File: config.mk
export PLATFORM = sky130hd
export DESIGN_NAME = seg_scan_driver
export DESIGN_NICKNAME = d
export VERILOG_FILES = /design/src/rtl/seg_pkg.sv /design/src/rtl/seg_scan_timer.sv /design/src/rtl/seg_scan_driver.sv
export SDC_FILE = /design/constraint.sdc
export NUM_CORES = 1
export LEC_CHECK = 0
export CORE_MARGIN = 10
export CORE_UTILIZATION = 30
export DETAILED_ROUTE_END_ITERATION = 10
export PLACE_DENSITY_LB_ADDON = 0.2
export SKIP_CTS_REPAIR_TIMING = 1
export SYNTH_ARGS = -nofsm -noshare
export SYNTH_HDL_FRONTEND = slang
export SYNTH_SLANG_ARGS = --single-unit
File: constraint.sdc
create_clock -name clk -period 3 [get_ports clk]
set_input_delay 0.6 -clock clk [delete_from_list [all_inputs] [get_ports clk]]
set_output_delay 0.6 -clock clk [all_outputs]
set_load 0.05 [all_outputs]
File: src/rtl/seg_pkg.sv
// Shared types and helpers for the seg_scan_driver display path:
// scan state encoding, 7-segment patterns (a..g, active-high) and BCD split.
package seg_pkg;

    typedef enum logic [1:0] {UNI, GAP1, DEC, GAP2} scan_state_e;

    localparam logic [6:0] SEG_0 = 7'b1111110;
    localparam logic [6:0] SEG_1 = 7'b0110000;
    localparam logic [6:0] SEG_2 = 7'b1101101;
    localparam logic [6:0] SEG_3 = 7'b1111001;
    localparam logic [6:0] SEG_4 = 7'b0110011;
    localparam logic [6:0] SEG_5 = 7'b1011011;
    localparam logic [6:0] SEG_6 = 7'b1011111;
    localparam logic [6:0] SEG_7 = 7'b1110000;
    localparam logic [6:0] SEG_8 = 7'b1111111;
    localparam logic [6:0] SEG_9 = 7'b1111011;

    // {tens, units} of a 0-15 value; tens is 0 or 1
    function automatic logic [7:0] bcd_split(input logic [3:0] val);
        logic [3:0] tens;
        logic [3:0] units;
        if (val >= 4'd10) begin
            tens  = 4'd1;
            units = val - 4'd10;
        end else begin
            tens  = 4'd0;
            units = val;
        end
        return {tens, units};
    endfunction

    // Segment pattern for a decimal digit; non-decimal codes are dark
    function automatic logic [6:0] seg_pattern(input logic [3:0] dig);
        logic [6:0] pat;
        case (dig)
            4'd0:    pat = SEG_0;
            4'd1:    pat = SEG_1;
            4'd2:    pat = SEG_2;
            4'd3:    pat = SEG_3;
            4'd4:    pat = SEG_4;
            4'd5:    pat = SEG_5;
            4'd6:    pat = SEG_6;
            4'd7:    pat = SEG_7;
            4'd8:    pat = SEG_8;
            4'd9:    pat = SEG_9;
            default: pat = 7'b0000000;
        endcase
        return pat;
    endfunction

endpackage

File: src/rtl/seg_scan_timer.sv
// Refresh scanner: walks UNI -> GAP1 -> DEC -> GAP2 with per-state dwell
// counts and flags the last cycle of each state.
module seg_scan_timer
    import seg_pkg::*;
#(
    parameter int REFRESH_DIV = 50000,
    parameter int GAP_CYC     = 500
) (
    input  logic        clk,
    input  logic        rst_n,
    output scan_state_e state_o,
    output logic        last_o
);

    localparam int MAXC = (REFRESH_DIV > GAP_CYC) ? REFRESH_DIV : GAP_CYC;
    localparam int CW   = (MAXC > 1) ? $clog2(MAXC) : 1;

    scan_state_e   state_q, state_d;
    logic [CW-1:0] cnt_q, cnt_d;
    logic          last;

    // Terminal count per state, next state and counter restart
    always_comb begin
        if (state_q == UNI || state_q == DEC)
            last = (cnt_q == CW'(REFRESH_DIV - 1));
        else
            last = (cnt_q == CW'(GAP_CYC - 1));
        state_d = state_q;
        cnt_d   = cnt_q + 1'b1;
        if (last) begin
            cnt_d = '0;
            case (state_q)
                UNI:     state_d = GAP1;
                GAP1:    state_d = DEC;
                DEC:     state_d = GAP2;
                default: state_d = UNI;
            endcase
        end
    end

    // State and dwell counter; reset parks in GAP2 so the first frame starts cleanly
    always_ff @(posedge clk or negedge rst_n) begin
        if (!rst_n) begin
            state_q <= GAP2;
            cnt_q   <= '0;
        end else begin
            state_q <= state_d;
            cnt_q   <= cnt_d;
        end
    end

    assign state_o = state_q;
    assign last_o  = last;

endmodule

File: src/rtl/seg_scan_driver.sv
// Two-digit 7-segment scan driver: accepts a 0-15 value over valid/ready,
// holds it pending until the frame boundary, then shows tens/units
// time-multiplexed with blanking gaps.
// Optional build macro: LEADING_ZERO_BLANK_EN (dark tens digit when tens=0).
module seg_scan_driver
    import seg_pkg::*;
#(
    parameter int REFRESH_DIV = 50000,
    parameter int GAP_CYC     = 500
) (
    input  logic       clk,
    input  logic       rst_n,
    input  logic [3:0] bin_i,
    input  logic       bin_valid_i,
    output logic       bin_ready_o,
    output logic [6:0] seg_o,
    output logic       dig_uni_o,
    output logic       dig_dec_o,
    output logic       frame_o
);

    scan_state_e state;
    logic        last;

    seg_scan_timer #(
        .REFRESH_DIV(REFRESH_DIV),
        .GAP_CYC    (GAP_CYC)
    ) u_timer (
        .clk    (clk),
        .rst_n  (rst_n),
        .state_o(state),
        .last_o (last)
    );

    logic [3:0] pend_q, pend_d;
    logic       pend_full_q, pend_full_d;
    logic [3:0] disp_q, disp_d;
    logic       frame;
    logic [7:0] split;

    assign frame       = (state == GAP2) && last;
    assign bin_ready_o = !pend_full_q;

    // Accept into the empty pending slot; promote to display only at frame end
    always_comb begin
        pend_d      = pend_q;
        pend_full_d = pend_full_q;
        disp_d      = disp_q;
        if (bin_valid_i && !pend_full_q) begin
            pend_d      = bin_i;
            pend_full_d = 1'b1;
        end else if (frame && pend_full_q) begin
            disp_d      = pend_q;
            pend_full_d = 1'b0;
        end
    end

    // Handshake and display registers
    always_ff @(posedge clk or negedge rst_n) begin
        if (!rst_n) begin
            pend_q      <= '0;
            pend_full_q <= 1'b0;
            disp_q      <= '0;
        end else begin
            pend_q      <= pend_d;
            pend_full_q <= pend_full_d;
            disp_q      <= disp_d;
        end
    end

    // Output decode straight from state and display register
    always_comb begin
        split     = bcd_split(disp_q);
        seg_o     = 7'b0000000;
        dig_uni_o = 1'b0;
        dig_dec_o = 1'b0;
        case (state)
            UNI: begin
                dig_uni_o = 1'b1;
                seg_o     = seg_pattern(split[3:0]);
            end
            DEC: begin
`ifdef LEADING_ZERO_BLANK_EN
                if (split[7:4] != 4'd0) begin
                    dig_dec_o = 1'b1;
                    seg_o     = seg_pattern(split[7:4]);
                end
`else
                dig_dec_o = 1'b1;
                seg_o     = seg_pattern(split[7:4]);
`endif
            end
            default: ;
        endcase
    end

    assign frame_o = frame;

endmodule

==> tab_implementation.tex <==
\begin{tabular}{lr}
\hline
Metric & Value \\
\hline
\multicolumn{2}{l}{\textbf{Clocking}} \\
Clock buffer depth & 2 \\
Clock Tree Root & sky130\_fd\_sc\_hd\_\_clkbuf\_8 \\
Clk slew on worst S/H paths & approximately 0.1 ns \\
Sinks on Clock Net & 27 \\
Clock latency reported for the late side of the worst-skew pair & $\sim$0.27 ns \\
TritonCTS clock tree & built \\
Clock buffers created by TritonCTS & 3 \\
H-Tree Level Count & 1 \\
\multicolumn{2}{l}{\textbf{Logic synthesis}} \\
Share of synthesized area occupied by flip-flops and latches & 0.4285 \\
Synth top area share & 0.3953 \\
Synthesized net count & approximately 180 \\
Synthesized instance count & 161 \\
Cell type with the largest total area after synthesis & sky130\_fd\_sc\_hd\_\_dfrtp\_1 \\
Count of unique library cells instantiated by Yosys & 40 \\
Netlist area before placement & approximately 1600 sq um \\
Warnings, synthesis & 0 \\
Top cells by area in the synthesized netlist & sky130\_fd\_sc\_hd\_\_dfrtp\_1 40\%, sky130\_fd\_sc\_hd\_\_ha\_1 6.3\%, sky130\_fd\_sc\_hd\_\_xnor2\_1 5.5\% \\
Avg Inst Size Synth & just under 10 sq um \\
Flip-flop and latch count after synthesis & 27 \\
\multicolumn{2}{l}{\textbf{Critical path}} \\
Number of cells on the worst reg-to-reg path & 4 \\
Reg2Reg Setup Slack & $\sim$0.7 ns \\
Launching element type of the critical path & flop \\
Start-to-end type of the worst setup path & flop to output port \\
Critical path depth in cells & 7 \\
Worst-path cell chain & inv\_1, ha\_1, o21bai\_1, and2\_1, o32a\_1, o21ai\_1, buf\_12 \\
Buffering stage count on the worst path with inverters included & 2 \\
Worst reg2reg startpoint & u\_timer.cnt\_q[3] \\
Arrival time at the worst endpoint & 2.22 ns \\
Worst path required time & $\sim$2.4 ns \\
Slowest cell on crit path & sky130\_fd\_sc\_hd\_\_dfrtp\_1 \\
Family of cells with the greatest summed delay on the critical path & compound AO/OA/AOI/OAI gates \\
Capture point of the worst path & seg\_o[1] \\
Top fanout value on the critical path & 8 \\
Sort of element at the end of the critical path & output port \\
Startpoint of the most critical setup path & disp\_q[2] \\
CP peak stage delay & 0.47 ns \\
Reg-to-reg critical path endpoint & disp\_q[2] \\
\multicolumn{2}{l}{\textbf{Floorplan}} \\
Initial core utilization & 0.3099 \\
Count of boundary I/O pins & 18 \\
Placement Rows & 26 \\
Std-Cell Core Area & between 5000 and 6000 sq um \\
Die area & around 8600 sq um \\
Height of the chip & between 90 and 100 microns \\
Horizontal die dimension & 92.64 microns \\
\multicolumn{2}{l}{\textbf{Global routing}} \\
Gr usage total & 0.08461 \\
Final global-route overflow total & 0 \\
Wire length of the first global-routing pass & approximately 6000 microns \\
Number of global-route vias before repair & $\sim$1300 \\
Antenna violations before repair & 0 \\
Maximum number of pins on one net before global-route repair & 17 \\
\multicolumn{2}{l}{\textbf{Timing}} \\
Highest achievable clock rate & 354.3 MHz \\
Total setup violations reported at the end of the flow & 0 \\
Minimum period implied by the final worst setup slack & around 2.8 ns \\
Transition at the pin with the smallest max-transition slack & $\sim$0.56 ns \\
Slew Limit Fails & 0 \\
RSZ-0062 raised after global routing & false \\
Worst slew margin & 0.6252 \\
Final TNS setup & 0 ns \\
Share of the clock period used by the worst path & 0.9407 \\
Final Hold Viols & 0 \\
Clock Skew & 0.008232 ns \\
\multicolumn{2}{l}{\textbf{Run}} \\
MaxCap Viol Count & 0 \\
\multicolumn{2}{l}{\textbf{Placement}} \\
Final weighted congestion of routability-driven global placement & 0.9115 \\
Number of buffers added on ports & 17 \\
Placed cells & about 250 \\
Cell area after placement & 1873 sq um \\
HPWL Detailed & roughly 2700 microns \\
\multicolumn{2}{l}{\textbf{Drt}} \\
Drt drc & 0 \\
Total vias in the final route & 1251 \\
Number of DRC markers in iteration 0 & 51 \\
Detailed-route vias per instance & 4.984 \\
Detail Route Antenna Nets & 0 \\
Total detailed-routing wirelength & between 3000 and 4000 microns \\
WL/cell & $\sim$14 microns \\
Length of the first detailed-routing pass in iterations & 4 \\
\multicolumn{2}{l}{\textbf{Power}} \\
Leakage Power & around 0.00083 uW \\
Switching Fraction & 0.2109 \\
Share of power burned in the clock network & 0.346 \\
Internal cell power & about 480 uW \\
P per Cell Area & $\sim$310 nW/um\^{}2 \\
Peak VDD IR & between 0.15 and 0.2 mV \\
Logic pwr share & 0.036 \\
Flop pwr share & 0.618 \\
Net switching component of the power & 127.3 uW \\
\multicolumn{2}{l}{\textbf{Finish}} \\
Fillcell total & about 520 \\
Final instance area & between 1500 and 2000 sq um \\
Register area & just under 700 sq um \\
Area used by multi-input combinational logic & between 800 and 900 sq um \\
Number of diodes & 0 \\
Post-layout net count & a little under 200 \\
Growth of design area from synthesis to finish & 21.74\% \\
Final cell count without fillers & approximately 250 \\
Final cell utilization of the core & 0.3773 \\
Layout cell share with drive strength beyond 1 & 0.1381 \\
\multicolumn{2}{l}{\textbf{Hold path}} \\
Kind of path behind the tightest hold check & flop to flop \\
\multicolumn{2}{l}{\textbf{Run status}} \\
Run status & finished, final reports clean \\
\hline
\end{tabular}
## logic make-up after synthesis
logic type                 share of synthesized area
xor gates and xnor gates                     0.07747
buffers and inverters                        0.03636
AOI/OAI and AO/OA                             0.1154
and+or+nand+nor                               0.2087
muxes                                        0.07035
DFF                                           0.4285
adders and majority gates                    0.06324
## how the worst min path moves through the flow
stage / startpoint / cells after the start / to
finish: pend_q[1] / 1 / disp_q[1]
global route: u_timer.cnt_q[13] / 1 / u_timer.cnt_q[13]
CTS: u_timer.cnt_q[13] / 1 / u_timer.cnt_q[13]
detailed placement: pend_q[1] / 1 / disp_q[1]
global placement: u_timer.cnt_q[0] / 1 / u_timer.cnt_q[0]
floorplan: rst_n / 0 / disp_q[0]
## Yosys cell counts, drive strengths merged
master / count
a211oi: 1
a21boi: 1
a21o: 3
a21oi: 6
a22oi: 1
a31o: 1
a41oi: 1
and2: 2
and3: 1
and4: 2
and4b: 1
buf: 1
clkbuf: 2
dfrtp: 25
dfstp: 2
ha: 8
inv: 12
mux2: 9
mux2i: 1
nand2: 8
nand2b: 4
nand3: 7
nand4: 3
nand4b: 1
nor2: 16
nor2b: 2
nor3: 8
nor4: 1
nor4b: 2
o211ai: 1
o21ai: 9
o21bai: 1
o221ai: 1
o32a: 1
o41a: 1
or4b: 1
xnor2: 10
xor2: 4
## power by group through the flow
stage	Combinational (uW)	Clock [uW]	Sequential, uW
after floorplan	5.66	0	379
after global placement	21.9	0	380
after detailed placement	22.9	0	380
after CTS	22.8	219	373
after global routing	24.7	232	374
final	21.9	209	373
## metrics by stage
step	hold WS (ns)	power (uW)	setup WS (ns)
after global routing	0.5119	630.8	0.04114
final	0.5004	603.9	0.1779
after CTS	0.4943	614.6	-0.01090
after global placement	0.4778	402.2	0.3638
after floorplan	0.3044	384.8	0.007846
after detailed placement	0.4761	403.2	0.3227
## worst register-to-register path, stage by stage, from the launching register on
cell and delay [ns]:
sky130_fd_sc_hd__dfrtp_1 0.44, sky130_fd_sc_hd__or4b_1 0.53, sky130_fd_sc_hd__o41a_1 0.46, sky130_fd_sc_hd__nor4_4 0.40, sky130_fd_sc_hd__mux2_1 0.36
## registers in the layout (all words and copies together), names as in the netlist
| register | count |
|---|---|
| pend_full_q | 1 |
| u_timer.state_o | 2 |
| disp_q | 4 |
| pend_q | 4 |
| u_timer.cnt_q | 16 |
## layout by cell type, fill, tap and decap left out, drive strengths merged, types with 3 or more instances in the layout
master,n
nand2,8
xnor2,10
clkbuf,3
ha,8
nand3,7
nor2,16
a21o,3
nand4,3
inv,12
xor2,4
buf,10
a21oi,6
nor3,8
nand2b,4
clkdlybuf4s50,9
o21ai,9
dfrtp,25
mux2,9
## final cells by class
| cell class | count | share of cell area |
|---|---|---|
| flip-flops and latches | 27 | 0.3526 |
| multi-input cells | 119 | 0.4416 |
| repair buffers | 19 | 0.1117 |
| inverters | 12 | 0.02338 |
| clock buffers | 3 | 0.02143 |
| clock inverters | 1 | 0.003896 |
| well taps | 70 | 0.04545 |
## per-layer routing
metal,vias up,GRT usage,share of wire
met1,612,0.08923,0.41
li1,608,-,-
met4,0,0.02571,0.0063
met3,2,0.02098,0.050
met2,29,0.1606,0.53
met5,-,0,0
Note: power is estimated with default switching activity, not from simulation.
